## src/rtl/adder_pkg.sv

```systemverilog
// Shared opcode encoding and legal parameter ranges for the pipelined adder.
package adder_pkg;

    localparam int OP_W        = 2;
    localparam int WIDTH_MIN   = 2;
    localparam int WIDTH_MAX   = 32;
    localparam int LATENCY_MIN = 1;
    localparam int LATENCY_MAX = 4;

    typedef enum logic [OP_W-1:0] {
        OP_ADD = 2'd0,
        OP_SUB = 2'd1,
        OP_ACC = 2'd2,
        OP_CLR = 2'd3
    } op_e;

endpackage

```

## src/rtl/adder_core.sv

```systemverilog
// Combinational datapath: result, carry/borrow and next accumulator value
// for one operand pair, with optional clamping on overflow/underflow.
module adder_core
    import adder_pkg::*;
#(
    parameter int WIDTH    = 8,
    parameter bit SATURATE = 1'b0
) (
    input  logic [WIDTH-1:0] a,
    input  logic [WIDTH-1:0] b,
    input  logic [OP_W-1:0]  op,
    input  logic [WIDTH-1:0] acc,
    output logic [WIDTH-1:0] c,
    output logic             carry,
    output logic [WIDTH-1:0] acc_next
);

    logic [WIDTH:0] add_sum;
    logic [WIDTH:0] acc_sum;

    always_comb begin
        add_sum  = {1'b0, a} + {1'b0, b};
        acc_sum  = {1'b0, acc} + {1'b0, a};
        c        = '0;
        carry    = 1'b0;
        acc_next = acc;
        case (op_e'(op))
            OP_ADD: begin
                carry = add_sum[WIDTH];
                c     = (SATURATE && carry) ? '1 : add_sum[WIDTH-1:0];
            end
            OP_SUB: begin
                carry = (a < b);
                c     = (SATURATE && carry) ? '0 : (a - b);
            end
            // The clamped value is what the accumulator keeps.
            OP_ACC: begin
                carry    = acc_sum[WIDTH];
                c        = (SATURATE && carry) ? '1 : acc_sum[WIDTH-1:0];
                acc_next = c;
            end
            OP_CLR: begin
                c        = acc;
                carry    = 1'b0;
                acc_next = '0;
            end
            default: begin
                c        = '0;
                carry    = 1'b0;
                acc_next = acc;
            end
        endcase
    end

endmodule

```

## src/rtl/adder_pipe.sv

```systemverilog
// Pipelined adder/accumulator with valid/ready handshakes on both sides and
// a fixed LATENCY-stage result pipeline that stalls as a whole.
module adder_pipe
    import adder_pkg::*;
#(
    parameter int WIDTH    = 8,
    parameter int LATENCY  = 2,
    parameter bit SATURATE = 1'b0
) (
    input  logic             clk,
    input  logic             rst_n,
    input  logic             in_valid,
    output logic             in_ready,
    input  logic [WIDTH-1:0] a,
    input  logic [WIDTH-1:0] b,
    input  logic [OP_W-1:0]  op,
    output logic             out_valid,
    input  logic             out_ready,
    output logic [WIDTH-1:0] c,
    output logic             carry
);

    if (WIDTH < WIDTH_MIN || WIDTH > WIDTH_MAX) begin : g_bad_width
        $error("adder_pipe: WIDTH out of range");
    end
    if (LATENCY < LATENCY_MIN || LATENCY > LATENCY_MAX) begin : g_bad_latency
        $error("adder_pipe: LATENCY out of range");
    end

    logic               advance;
    logic               accept;
    logic [WIDTH-1:0]   core_c;
    logic               core_carry;
    logic [WIDTH-1:0]   acc_next;
    logic [WIDTH-1:0]   acc_q, acc_d;
    logic [LATENCY-1:0] valid_q, valid_d;
    logic [LATENCY-1:0] carry_q, carry_d;
    logic [WIDTH-1:0]   c_q [LATENCY];
    logic [WIDTH-1:0]   c_d [LATENCY];

    adder_core #(
        .WIDTH    (WIDTH),
        .SATURATE (SATURATE)
    ) u_core (
        .a        (a),
        .b        (b),
        .op       (op),
        .acc      (acc_q),
        .c        (core_c),
        .carry    (core_carry),
        .acc_next (acc_next)
    );

    assign out_valid = valid_q[LATENCY-1];
    assign c         = c_q[LATENCY-1];
    assign carry     = carry_q[LATENCY-1];
    assign advance   = !out_valid || out_ready;
    assign in_ready  = advance;
    assign accept    = in_valid && in_ready;

    // Accumulator moves at acceptance so back-to-back ACCs chain without hazard.
    always_comb begin
        acc_d   = acc_q;
        valid_d = valid_q;
        carry_d = carry_q;
        c_d     = c_q;
        if (accept) begin
            acc_d = acc_next;
        end
        if (advance) begin
            for (int i = LATENCY - 1; i > 0; i--) begin
                valid_d[i] = valid_q[i-1];
                carry_d[i] = carry_q[i-1];
                c_d[i]     = c_q[i-1];
            end
            valid_d[0] = accept;
            carry_d[0] = accept ? core_carry : 1'b0;
            c_d[0]     = accept ? core_c : '0;
        end
    end

    always_ff @(posedge clk or negedge rst_n) begin
        if (!rst_n) begin
            acc_q   <= '0;
            valid_q <= '0;
            carry_q <= '0;
            for (int i = 0; i < LATENCY; i++) begin
                c_q[i] <= '0;
            end
        end else begin
            acc_q   <= acc_d;
            valid_q <= valid_d;
            carry_q <= carry_d;
            c_q     <= c_d;
        end
    end

endmodule

```

## config.mk

```make
export PLATFORM = sky130hd
export DESIGN_NAME = adder_pipe
export DESIGN_NICKNAME = d
export VERILOG_FILES = /design/src/rtl/adder_pkg.sv /design/src/rtl/adder_core.sv /design/src/rtl/adder_pipe.sv
export SDC_FILE = /design/constraint.sdc
export NUM_CORES = 1
export LEC_CHECK = 0
export CAP_MARGIN = 5
export CORE_MARGIN = 2
export CORE_UTILIZATION = 33
export DETAILED_ROUTE_END_ITERATION = 6
export PLACE_DENSITY_LB_ADDON = 0.1
export SYNTH_ARGS = -nofsm -noshare
export SYNTH_HDL_FRONTEND = slang
export SYNTH_SLANG_ARGS = --single-unit
```

## constraint.sdc

```tcl
create_clock -name clk -period 2.45 [get_ports clk]
set_input_delay 0.735 -clock clk [delete_from_list [all_inputs] [get_ports clk]]
set_output_delay 0.735 -clock clk [all_outputs]
set_load 0.01 [all_outputs]
```

### Word level (Yosys, flattened, before mapping)

Cells that the tools add are included.

| storage, ports and cells | value |
|---|---|
| register bits after elaboration | 28 |
| output and inout bits | 11 |

| cells by class | value |
|---|---|
| add/subtract/negate cells | 3 |
| $lt $le $gt $ge | 1 |
| equality and inequality tests | 3 |
| multiplexer cells | 5 |
| reduce and logical (&&, ||, !) cells | 6 |

Operator list:

| kind | count |
|---|---|
| $pmux W8 S4 | 1 |
| $add A8 B8 Y9 | 2 |
| $pmux W8 S2 | 1 |
| $lt A8 B8 Y1 | 1 |
| $mux W8 | 1 |
| $sub A8 B8 Y8 | 1 |
| $eq A2 B2 Y1 const B | 2 |
| $pmux W1 S4 | 1 |
| $eq A2 B1 Y1 const B | 1 |
| $logic_not A2 Y1 | 1 |
| $reduce_and A2 Y1 | 1 |
| $reduce_bool A2 Y1 | 1 |
| $logic_and A1 B1 Y1 | 1 |
| $logic_not A1 Y1 | 1 |
| $logic_or A1 B1 Y1 | 1 |
| $mux W1 | 1 |

### Longest topological paths before layout

Gate-level depths: netlist of the first run.

| depth | value |
|---|---|
| word-level depth | 4 |
| depth in mapped cells | 10 |

### By module

Synthesis of the first run repeated with hierarchy kept, for this count alone.

| unflattened totals | value |
|---|---|
| cell total of the unflattened synthesis | 298 |
| area total of the unflattened synthesis | 2519.9 um^2 |

Modules (own cells, without submodules):

| module | times used | cells an instance | area an instance (um^2) |
|---|---|---|---|
| adder_core | 1 | 189 | 1331.3 |
| adder_pipe | 1 | 109 | 1188.6 |

### Least setup slack after synthesis of the first run

OpenSTA, ideal clock, no wires.

| timing path | value |
|---|---|
| path kind | input to register |
| start | in a[0] |
| end | reg carry_q[0] |
| library setup time | 127 ps |
| arrival time | 2382 ps |
| required time | 2323 ps |
| slack | -59 ps |
| cell stages on the path | 8 |
| path buffers | 0 |
| cell sequence | ha_1 -> fa_1 -> a211oi_1 -> nor2_1 -> o31a_1 -> o41ai_1 -> o311a_1 -> o21ai_0 |

| on the way | value |
|---|---|
| cells in the longest elaborated chain, start to end | 3 |

Ends and longest elaborated chain:

| item | line | text |
|---|---|---|
| start, declared | adder_pipe.sv:14 | `input logic [WIDTH-1:0] a,` |
| $add A8 B8 Y9, or another cell as far along | adder_core.sv:23 | `acc_sum = {1'b0, acc} + {1'b0, a};` |
| $pmux W1 S4 (*) | adder_core.sv:27 | `case (op_e'(op))` |
| $mux W1 (*) | adder_pipe.sv:77 | `carry_d[0] = accept ? core_carry : 1'b0;` |
| end signal, assigned | adder_pipe.sv:93 | `carry_q <= carry_d;` |
| end, declared | adder_pipe.sv:37 | `logic [LATENCY-1:0] carry_q, carry_d;` |

Mark *: on every way between the ends. The rest lies on a longest branch, timed or not.
A chain may end at the register's enable or synchronous reset.

### Final worst setup path of the first run

| timing path | value |
|---|---|
| start | in a[2] |
| end | reg c_q[15] in the netlist's numbering |

| on the way | value |
|---|---|
| cells in the longest elaborated chain, start to end | 3 |

Ends and longest elaborated chain:

| item | line | text |
|---|---|---|
| $add A8 B8 Y9, or another cell as far along | adder_core.sv:23 |  |
| $pmux W8 S4 (*) | adder_core.sv:27 |  |
| $mux W8 (*) | adder_pipe.sv:78 | `c_d[0] = accept ? core_c : '0;` |
| end signal, assigned by index | adder_pipe.sv:88 | `c_q[i] <= '0;` |
| end signal, assigned | adder_pipe.sv:94 | `c_q <= c_d;` |
| end, declared | adder_pipe.sv:38 | `logic [WIDTH-1:0] c_q [LATENCY];` |

Marks and branches as above.

==> results.md, run 1 <==
* Total power at 2.14 mW
* Flop and latch count out of synthesis at 28
* Count of flip-flops with a built-in enable after synthesis at 0
* Maximum fanout encountered on the critical timing path at 4
* Pin count of the biggest net entering global routing at 29
* Die Height at 88.6 µm
* DRC violations left at 0
* Vias per inst at 4.93
* Floorplan row count at 30
* Share of flip-flops with an asynchronous set or reset at 100%
* H-tree depth at 1
* Crit path max-delay family: compound AO/OA/AOI/OAI gates
* Largest clock skew in the final design at 0.00529 ns
* Failing checks: negative setup slack
* RePlAce Congestion at 0.792
* Maximum clock rate at 408 MHz
* Mean post-synth cell area at 8.46 µm²
* Worst slew margin relative to its limit at 73.0%
* Net switching share of the total power at 35.9%
* Warning count from the yosys run at 0
* IO Pins at 33
* Drt first-iter violations at 77
* Starting density of the core at 34.4%
* Fin. max-slew vios at 0
* Final setup slack of the worst path at -0.000483 ns
* CP startpoint kind: input port
* Number of nets in the layout at 409
* PortBufs at 32
* Wire length of the first global-routing pass at 10.3 mm
* Share of total power in sequential cells at 31.3%
* Die Footprint at 7840 µm²
* Final setup violation count at 1
* Number of vias after detailed routing at 2242
* Cell Count Post-Placement at 447
* Finished Cell Area at 3480 µm²
* Kind of end point of the critical path: flop
* Drt first pass iters at 4
* Clock tree sinks at 28
* Critical Path RT at 2.60 ns
* Largest stage delay on the critical path at 0.35 ns
* Routed Antenna Nets at 0
* P_sw at 766 µW
* Synth-to-layout area growth at 47.4%
* Minimum clock period after layout at 2.45 ns
* Area post-placement at 3160 µm²
* Combinational Power Share at 55.1%
* Power density over the cells at 614 nW/µm²
* Total of max-cap violations at 0
* WL/cell at 13.8 µm
* Clock latency on the worst-skew pair at 0.27 ns
* Cell-internal power at 1.37 mW
* Fraction of layout cells with a size suffix above 1 at 35.1%
* Count of different cell masters after synthesis at 58
* Cell-by-cell listing of the critical path: clkdlybuf4s15_1 > ha_4 > o21a_1 > o31a_1 > a311oi_2 > buf_4 > nor4bb_4 > a2111oi_2 > a41oi_2
* TritonCTS buffer count at 3
* Class of the tightest hold or removal check: reg2reg
* Power share of the clock group at 13.7%
* Share of the clock period used by the worst path after layout at 100%
* Clock root buffer master: clkbuf_8
* Primary flip-flop cell chosen by synthesis mapping: dfrtp_1
* Result of the run: finished, violations left
* Maximum ir drop on the vdd rail at 157 µV
* Slew at the pin closest to its max-slew limit at 0.398 ns
* Synth Instances at 279
* Cell area after technology mapping at 2360 µm²
* Slowest-stage cell, CP: a2111oi_2
* Total half-perimeter wirelength after legalization and detailed placement at 4.84 mm
* Clock edge transition at the registers on the reported setup and hold paths at 0.10 ns
* Number of global-route vias before repair at 2212
* Hold buffer count at cts at 0
* Total detailed-routing wirelength at 6.28 mm
* Static power due to leakage at 1.60 nW
* Setup total negative slack at -0.000483 ns
* CP bufs+invs at 2
* Maximum buffer depth of the clock tree at 2
* Worst slack at placement at -0.688 ns
* All-Layer GR Usage at 16.9%
* Kind of critical path: in2reg
* RSZ-0062 raised after global routing: true
* Endpoint arrival time on the critical path at 2.60 ns
* Ant diodes at 0
* Count of endpoints failing hold in the final timing report at 0
* Core Footprint at 6870 µm²
* Fin cells at 455
* TritonCTS clock tree: yes
* Sequential area share after synthesis at 29.7%
* Number of antenna violations at the first check in global routing at 0
* Final global-route overflow total at 0
* Width of the chip at 88.6 µm
* Post-Synthesis Net Count at 328
* Filler cells at 672
==> synthesized netlist by cell type (all sizes together) (3+ instances only) <==
cell     instances  share of area, %
dfrtp           28                30
xor2             3               1.1
nor3b            3              0.95
o31a             4               1.5
fa               3               2.5
a21oi           10               2.1
clkbuf           8               1.3
mux2             3               1.4
inv             15               2.4
a211oi           7               2.7
ha              24                13
nor3             8               1.7
o21a             3              0.95
a21o             3              0.95
nor2b            5               1.3
o21ai           18               3.8
nor2            11               1.7
nand2b           5               1.3
nand3            6               1.3
nand2           56               8.9
buf             13               3.6
a2111oi          3               1.4
==> cells in the final DEF (no fill, tap or decap), types with 4 or more instances in the layout <==
| cell | synthesis | final |
|---|---|---|
| dfrtp_1 | 28 | 28 |
| nor2_1 | 11 | 10 |
| dlymetal6s2s_1 | 0 | 4 |
| ha_1 | 24 | 13 |
| o21ai_0 | 18 | 17 |
| o31a_1 | 4 | 4 |
| clkdlybuf4s50_1 | 0 | 19 |
| a21oi_2 | 0 | 4 |
| nand3_1 | 6 | 6 |
| a211oi_2 | 2 | 5 |
| clkbuf_8 | 0 | 4 |
| ha_4 | 0 | 9 |
| clkbuf_2 | 1 | 5 |
| buf_4 | 8 | 61 |
| nand2b_1 | 5 | 5 |
| inv_2 | 0 | 6 |
| a21oi_1 | 10 | 6 |
| inv_1 | 15 | 9 |
| nand2_1 | 56 | 56 |
| nor3_1 | 8 | 8 |
==> worst paths after layout <==
path                       cells past startpoint                   start  slack, ns                endpoint
max in group asynchronous                      2                   rst_n       1.34  carry_q[1]$_DFFE_PN0N_
max                                            9                    a[2]    -0.0005     c_q[15]$_DFFE_PN0N_
min reg2reg                                    1  valid_q[0]$_DFFE_PN0N_       0.47  valid_q[1]$_DFFE_PN0N_
min                                            1  valid_q[0]$_DFFE_PN0N_       0.47  valid_q[1]$_DFFE_PN0N_
max reg2reg                                    8    acc_q[0]$_DFFE_PN0P_       0.16     c_q[14]$_DFFE_PN0N_
min in group asynchronous                      2                   rst_n       0.84        c[2]$_DFFE_PN0N_
==> metrics by stage <==
step	utilization, %	hold slack (ns)
final	50.6	0.467
after global routing	50.6	0.489
after CTS	49.9	0.472
after detailed placement	46.0	0.449
after global placement	46.0	0.445
after floorplan	-	0.435
==> area by class of cell <==
class	count	area, µm²	area share [%]
Multi-Input combinational cell	215	1740	49.9
Timing Repair Buffer	97	810	23.3
Sequential cell	28	701	20.1
Tap cell	96	120	3.45
Inverter	15	56.3	1.62
Clock buffer	4	55.1	1.58
==> cells by family after synthesis <==
group                    share of synthesized area, %
AO/OA/AOI/OAI                                    20.7
XOR/XNOR                                         1.86
buffers and inverters                            7.26
adder cells (fa/ha/maj)                          15.3
flip-flops                                       29.7
multiplexers                                     3.23
AND/OR/NAND/NOR                                  22.0
==> state kept, by name (all words and copies together), names as in the netlist <==
register,cells
acc_q,8
carry_q,2
valid_q,2
c_q,8
c,8
==> power groups by stage <==
stage	Combinational (mW)	Clock, mW	Sequential (mW)
after CTS	1.16	0.305	0.667
after global placement	1.04	0	0.665
after detailed placement	1.04	0	0.667
after floorplan	0.623	0	0.649
after global routing	1.29	0.320	0.684
final	1.18	0.292	0.667
==> repair_timing <==
item	CTS	global route
gates resized for setup	54	22
hold endpoints to repair	0	0
setup buffers	2	2
setup endpoints to repair	11	5
pin swaps	20	11
==> per-layer routing <==
layer  routed length (µm)  up-vias  track usage (%)
li1                     -     1147                -
met1                 3030     1055             23.2
met2                 3020       34             28.4
met3                  142        6             1.96
met4                   91        0             4.27
met5                    0        -                0
Note: power is estimated with default switching activity, not from simulation.
==> run 2: changes to the inputs <==
CORE_MARGIN = default   (was 2)
TNS_END_PERCENT = 5   (was default)
==> run 2 against run 1 <==
Count of clock-buffer cells in the layout fell by 1. Largest power group unchanged. Largest cell class unchanged. Hold slack improved by 0.0045 ns. The run now ends clean. Sequential power barely moved. Non-clock buffer count rose by 1.
==> results.md, run 2 (synthesis results as in run 1) <==
* Critical Path RT at 2.65 ns (+0.05 ns)
* Fraction of layout cells with a size suffix above 1 at 36.8% (+1.7 points)
* Reg2Reg Depth at 8 (unchanged)
* Final global-route overflow total at 0 (unchanged)
* Final setup violation count at 0 (-1)
* Minimum clock period after layout at 2.39 ns (-0.0622 ns)
* Routed Antenna Nets at 0 (unchanged)
* Synth-to-layout area growth at 50.3%
* Largest stage delay on the critical path at 0.36 ns (about the same)
* Die Height at 86.6 µm (-2.3%)
* Clock edge transition at the registers on the reported setup and hold paths at 0.10 ns (about the same)
* Worst slew margin relative to its limit at 69.1% (-4.0 points)
* Kind of critical path: in2reg
* Width of the chip at 86.6 µm (-2.3%)
* CP startpoint kind: input port
* Endpoint arrival time on the critical path at 2.59 ns (about the same)
* Power density over the cells at 613 nW/µm² (-0.18%)
* TritonCTS clock tree: yes
* Register-to-Register Setup Slack at 0.17 ns (about the same)
* Vias per inst at 4.96 (+0.71%)
* RePlAce Congestion at 0.779 (-1.6%)
* Hold Crit Endpoint: c[2]$_DFFE_PN0N_
* Slowest-stage cell, CP: fa_2
* Wire length of the first global-routing pass at 10.9 mm (+6.3%)
* Result of the run: complete, no violations
* Floorplan row count at 30 (unchanged)
* Largest clock skew in the final design at 0.00463 ns (-0.000659 ns)
* DRC violations left at 0 (unchanged)
* H-tree depth at 1 (unchanged)
* Ant diodes at 0 (unchanged)
* Core Footprint at 6870 µm² (unchanged)
* Dominant cell type by count on the critical path: a211oi_2
* Clock latency on the worst-skew pair at 0.28 ns (about the same)
* Terminus of the critical flop-to-flop path: c_q[14]$_DFFE_PN0N_
* Drt first-iter violations at 138 (+79%)
* Total detailed-routing wirelength at 6.50 mm (+3.6%)
* Commonest non-fill, non-tap cells in the layout: 65 x buf_4, 55 x nand2_1, 28 x dfrtp_1, 18 x clkdlybuf4s50_1, 14 x o21ai_0
* Number of global-route vias before repair at 2264 (+2.4%)
* Reg2reg start: acc_q[0]$_DFFE_PN0P_
* Cell Count Post-Placement at 446 (-0.22%)
* Number of vias after detailed routing at 2258 (+0.71%)
* Number of antenna violations at the first check in global routing at 0 (unchanged)
* All-Layer GR Usage at 18.5% (+1.6 points)
* Crit path max-delay family: compound AO/OA/AOI/OAI gates
* Count of endpoints failing hold in the final timing report at 0 (unchanged)
* TritonCTS buffer count at 3 (unchanged)
* Maximum fanout encountered on the critical timing path at 3 (-1)
* Fin. max-slew vios at 0 (unchanged)
* Total power at 2.17 mW (+1.8%)
* IO Pins at 33 (unchanged)
* Total of max-cap violations at 0 (unchanged)
* Number of nets in the layout at 410 (+0.24%)
* Hold Crit Start: c[2]$_DFFE_PN0N_
* WL/cell at 14.3 µm (+3.6%)
* Static power due to leakage at 1.63 nW (+1.7%)
* Maximum buffer depth of the clock tree at 2 (unchanged)
* Clock root buffer master: clkbuf_8
* Maximum clock rate at 419 MHz (+2.6%)
* CP bufs+invs at 1 (-1)
* Class of the tightest hold or removal check: reg2reg
* Clock tree sinks at 28 (unchanged)
* Hold path cells at 2 (+1)
* Share of the clock period used by the worst path after layout at 97.5% (-2.5 points)
* Die Footprint at 7490 µm² (-4.5%)
* Pin count of the biggest net entering global routing at 29 (unchanged)
* Slew at the pin closest to its max-slew limit at 0.457 ns (+0.0587 ns)
* Fin cells at 455 (unchanged)
* Total half-perimeter wirelength after legalization and detailed placement at 4.95 mm (+2.3%)
* Cell-by-cell listing of the critical path: buf_4 > ha_4 > fa_2 > a211oi_2 > nor2_2 > o31a_1 > a211oi_2 > a211oi_4 > a221oi_2
* Drt first pass iters at 4 (unchanged)
* PortBufs at 32 (unchanged)
* Most common library cell in the layout ignoring fill and taps: buf_4
* Maximum ir drop on the vdd rail at 409 µV (+160%)
* Kind of end point of the critical path: flop
* Starting density of the core at 34.4% (unchanged)
==> run 2: layer usage <==
metal	vias to the layer above	GRT usage, %	wire, µm
met4	0	3.48	54
li1	1149	-	-
met1	1054	26.8	3240
met5	-	0	0
met2	48	30.2	3020
met3	7	1.62	187
==> run 2: cell type report <==
| class | count | area (µm²) |
|---|---|---|
| Multi-Input combinational cell | 215 | 1810 |
| Inverter | 15 | 56.3 |
| Clock buffer | 3 | 41.3 |
| Tap cell | 96 | 120 |
| Sequential cell | 28 | 701 |
| Fill cell | 672 | 3320 |
| Timing Repair Buffer | 98 | 821 |
==> run 2: how the worst max path moves through the flow <==
stage | depth (start not counted) | start | slack (ns) | to
floorplan | 8 | a[0] | -0.0002 | carry_q[0]$_DFFE_PN0N_
global placement | 11 | a[0] | -0.72 | c_q[12]$_DFFE_PN0N_
detailed placement | 11 | a[0] | -0.71 | c_q[12]$_DFFE_PN0N_
CTS | 8 | a[4] | -0.02 | c_q[15]$_DFFE_PN0N_
global route | 9 | a[0] | -0.01 | c_q[14]$_DFFE_PN0N_
finish | 9 | a[0] | 0.06 | c_q[14]$_DFFE_PN0N_
==> run 2: through the flow <==
step	cell area, µm²	TNS [ns]	hold WS, ns	utilization, %	setup slack (ns)
after floorplan	2360	-0.000183	0.435	-	-0.000183
after global placement	3150	-6.22	0.444	45.9	-0.717
after detailed placement	3150	-6.44	0.448	45.9	-0.712
after CTS	3430	-0.0333	0.476	49.9	-0.0214
after global routing	3550	-0.0170	0.478	51.6	-0.0121
final	3550	0	0.472	51.6	0.0617
==> run 2: power by group <==
| group | switching, mW | internal, mW | total, mW |
|---|---|---|---|
| registers | 0.0925 | 0.577 | 0.670 |
| logic | 0.569 | 0.667 | 1.24 |
| clock network | 0.157 | 0.111 | 0.268 |
| total | 0.818 | 1.36 | 2.17 |
==> run 2: tightest hold or removal path, cell delays in order (launching register included) <==
cell and delay, ns:
dfrtp_1 0.35, nand2_1 0.05, nand2_1 0.04
==> run 2: what timing repair did <==
item / 4_1_cts / 5_1_grt
endpoints found under the hold margin: 0 / 0
gates resized for setup: 56 / 37
endpoints found under the setup margin: 11 / 9
hold buffers: 0 / 0
gates cloned: 0 / 0
buffers inserted: 4 / 2
pin swaps: 22 / 14
==> run 3: changes to the inputs <==
GPL_TIMING_DRIVEN = 0   (was default)
==> run 3 against run 2 <==
Clock power grew 43%. Flip-flop and latch count unchanged. Count of clock-buffer cells in the layout is the same. Sequential share of layout area rose by 2.4 points. Non-clock buffer count down 35. Wire length fell by 2.8%. Highest routed layer unchanged. Utilization is 5.5 points lower. Critical path depth rose by 2. Via count fell by 5.0%. Combinational power decreased by 12%. Hold slack better by 0.0016 ns. Setup slack worse by 0.052 ns.
==> results.md, run 3 (synthesis results as in run 1) <==
* Final setup slack of the worst path at 0.00955 ns (-0.0521 ns)
* Hold path cells at 2 (unchanged)
* CP bufs+invs at 3 (+2)
* Dominant cell type by count on the critical path: inv_1
* Result of the run: complete, no violations
* Worst slew margin relative to its limit at 52.9% (-16 points)
* Endpoint arrival time on the critical path at 2.60 ns (about the same)
* Number of antenna violations at the first check in global routing at 0 (unchanged)
* Share of total power in sequential cells at 31.2% (+0.4 points)
* H-tree depth at 1 (unchanged)
* TritonCTS buffer count at 3 (unchanged)
* PortBufs at 31 (-3.1%)
* Static power due to leakage at 1.41 nW (-14%)
* Kind of end point of the critical path: flop
* Clock tree sinks at 28 (unchanged)
* Clock root buffer master: clkbuf_8
* Final setup violation count at 0 (unchanged)
* Slowest-stage cell, CP: fa_2
* Die Footprint at 7490 µm² (unchanged)
* IO Pins at 33 (unchanged)
* DRC violations left at 0 (unchanged)
* Number of global-route vias before repair at 2053 (-9.3%)
* Ant diodes at 0 (unchanged)
* Wire length of the first global-routing pass at 10.4 mm (-4.5%)
* Maximum buffer depth of the clock tree at 2 (unchanged)
* Largest stage delay on the critical path at 0.33 ns (-0.03 ns)
* RePlAce Congestion at 0.862 (+11%)
* CP startpoint kind: input port
* Crit path max-delay family: compound AO/OA/AOI/OAI gates
* Fraction of layout cells with a size suffix above 1 at 26.2% (-11 points)
* WL/cell at 15.0 µm (+5.1%)
* Slew at the pin closest to its max-slew limit at 0.706 ns (+0.250 ns)
* Clock edge transition at the registers on the reported setup and hold paths at 0.10 ns (about the same)
* Finished Cell Area at 3170 µm² (-11%)
* Routed Antenna Nets at 0 (unchanged)
* RSZ-0062 raised after global routing: true
* Synth-to-layout area growth at 34.3%
* Share of the clock period used by the worst path after layout at 99.6% (+2.1 points)
* Total of max-cap violations at 0 (unchanged)
* Crit. path cell count at 11 (+2)
* Drt first-iter violations at 94 (-32%)
* Floorplan row count at 30 (unchanged)
* Maximum fanout encountered on the critical timing path at 3 (unchanged)
* Minimum clock period after layout at 2.44 ns (+0.0521 ns)
* Starting density of the core at 34.4% (unchanged)
* Power share of the clock group at 17.9% (+5.6 points)
* Critical Path RT at 2.61 ns (-0.04 ns)
* Total detailed-routing wirelength at 6.32 mm (-2.8%)
* Combinational Power Share at 50.9% (-6.0 points)
* Drt first pass iters at 6 (+2)
* All-Layer GR Usage at 18.1% (-0.35 points)
* Width of the chip at 86.6 µm (unchanged)
* Vias per inst at 5.10 (+2.7%)
* Area post-placement at 2790 µm² (-12%)
* Number of nets in the layout at 375 (-8.5%)
* Fin. max-slew vios at 0 (unchanged)
* Total half-perimeter wirelength after legalization and detailed placement at 4.62 mm (-6.6%)
* Core Footprint at 6870 µm² (unchanged)
* Power density over the cells at 675 nW/µm² (+10%)
* Reg2Reg Depth at 8 (unchanged)
* Total power at 2.14 mW (-1.6%)
* Largest clock skew in the final design at 0.00797 ns (+0.00334 ns)
* Net switching share of the total power at 36.5% (-1.2 points)
* P_sw at 780 µW (-4.7%)
* TritonCTS clock tree: yes
* Pin count of the biggest net entering global routing at 29 (unchanged)
* Cell-internal power at 1.36 mW (+0.31%)
* Setup total negative slack at 0 ns (unchanged)
* Clock latency on the worst-skew pair at 0.29 ns (about the same)
* Final global-route overflow total at 0 (unchanged)
* Count of endpoints failing hold in the final timing report at 0 (unchanged)
* Kind of critical path: in2reg
* Worst slack at placement at -0.855 ns (-0.143 ns)
* Commonest non-fill, non-tap cells in the layout: 56 x nand2_1, 28 x dfrtp_1, 20 x buf_4, 18 x clkdlybuf4s50_1, 16 x o21ai_0
* Die Height at 86.6 µm (unchanged)
* Most common library cell in the layout ignoring fill and taps: nand2_1
* Cell-by-cell listing of the critical path: buf_8 > inv_1 > ha_2 > inv_1 > fa_2 > a21o_1 > a211oi_2 > nor2_1 > mux2_4 > a211oi_4 > a221oi_2
* Number of vias after detailed routing at 2145 (-5.0%)
* Maximum clock rate at 410 MHz (-2.1%)
* Class of the tightest hold or removal check: reg2reg
* Maximum ir drop on the vdd rail at 414 µV (+1.2%)
* Hold buffer count at cts at 0 (unchanged)
## run 3: cell types whose count changed in the layout (fill, tap and decap cells not counted), moves of 2 or more
cell,before,now
buf_4,65,20
dlymetal6s2s_1,5,2
o21ai_0,14,16
a2111oi_4,2,0
nor2b_1,3,5
clkbuf_1,0,5
o21ai_1,4,2
nor2b_2,2,0
a2111oi_2,1,3
buf_2,0,6
## run 3: power groups by stage
stage	logic, mW	registers, mW	clock network, mW
after floorplan	0.623	0.649	0
after global placement	0.887	0.662	0
after detailed placement	0.895	0.667	0
after CTS	1.03	0.662	0.402
after global routing	1.20	0.686	0.420
final	1.09	0.667	0.383
## run 3: path summary, 6_finish.rpt
path                                 startpoint                   end  slack (ns)
max                                        a[0]   c_q[14]$_DFFE_PN0N_        0.01
min                            c[5]$_DFFE_PN0N_      c[5]$_DFFE_PN0N_        0.47
max reg2reg                acc_q[0]$_DFFE_PN0P_   c_q[14]$_DFFE_PN0N_        0.12
min reg2reg                    c[5]$_DFFE_PN0N_      c[5]$_DFFE_PN0N_        0.47
max in group asynchronous                 rst_n   c_q[14]$_DFFE_PN0N_        1.51
min in group asynchronous                 rst_n  acc_q[0]$_DFFE_PN0P_        0.49
## run 3: timing repair
action | CTS | global route
pin swaps | 19 | 16
buffers inserted | 11 | 2
endpoints found under the setup margin | 11 | 13
gates resized for setup | 60 | 27
## run 3: layout make-up
| type | count | area (µm²) |
|---|---|---|
| multi-input combinational | 215 | 1710 |
| fill | 665 | 3700 |
| inverter | 15 | 56.3 |
| tap | 96 | 120 |
| sequential | 28 | 701 |
| buffer | 20 | 124 |
| clock inverter | 1 | 30.0 |
| timing repair buffer | 43 | 385 |
| clock buffer | 3 | 41.3 |
## run 3: metal layers
metal  routed length, µm  track usage (%)  part of all wire [%]
met5                   0                0                     0
met4                  14             2.58                  0.22
met3                 273             3.24                   4.3
met2                2990             30.4                    47
met1                3040             25.0                    48
## run 3: metrics by stage
step           instances  utilization [%]  hold slack [ns]
3_3_place_gp         406             40.7            0.447
6_report             421             46.1            0.473
5_1_grt              421             46.1            0.503
2_1_floorplan        279                -            0.435
3_5_place_dp         406             40.6            0.453
4_1_cts              420             45.3            0.481
## run 3: tightest hold or removal path: stages (launching register included)
cell     delay, ns
dfrtp_1       0.36
nand2_1       0.05
nand2_1       0.04
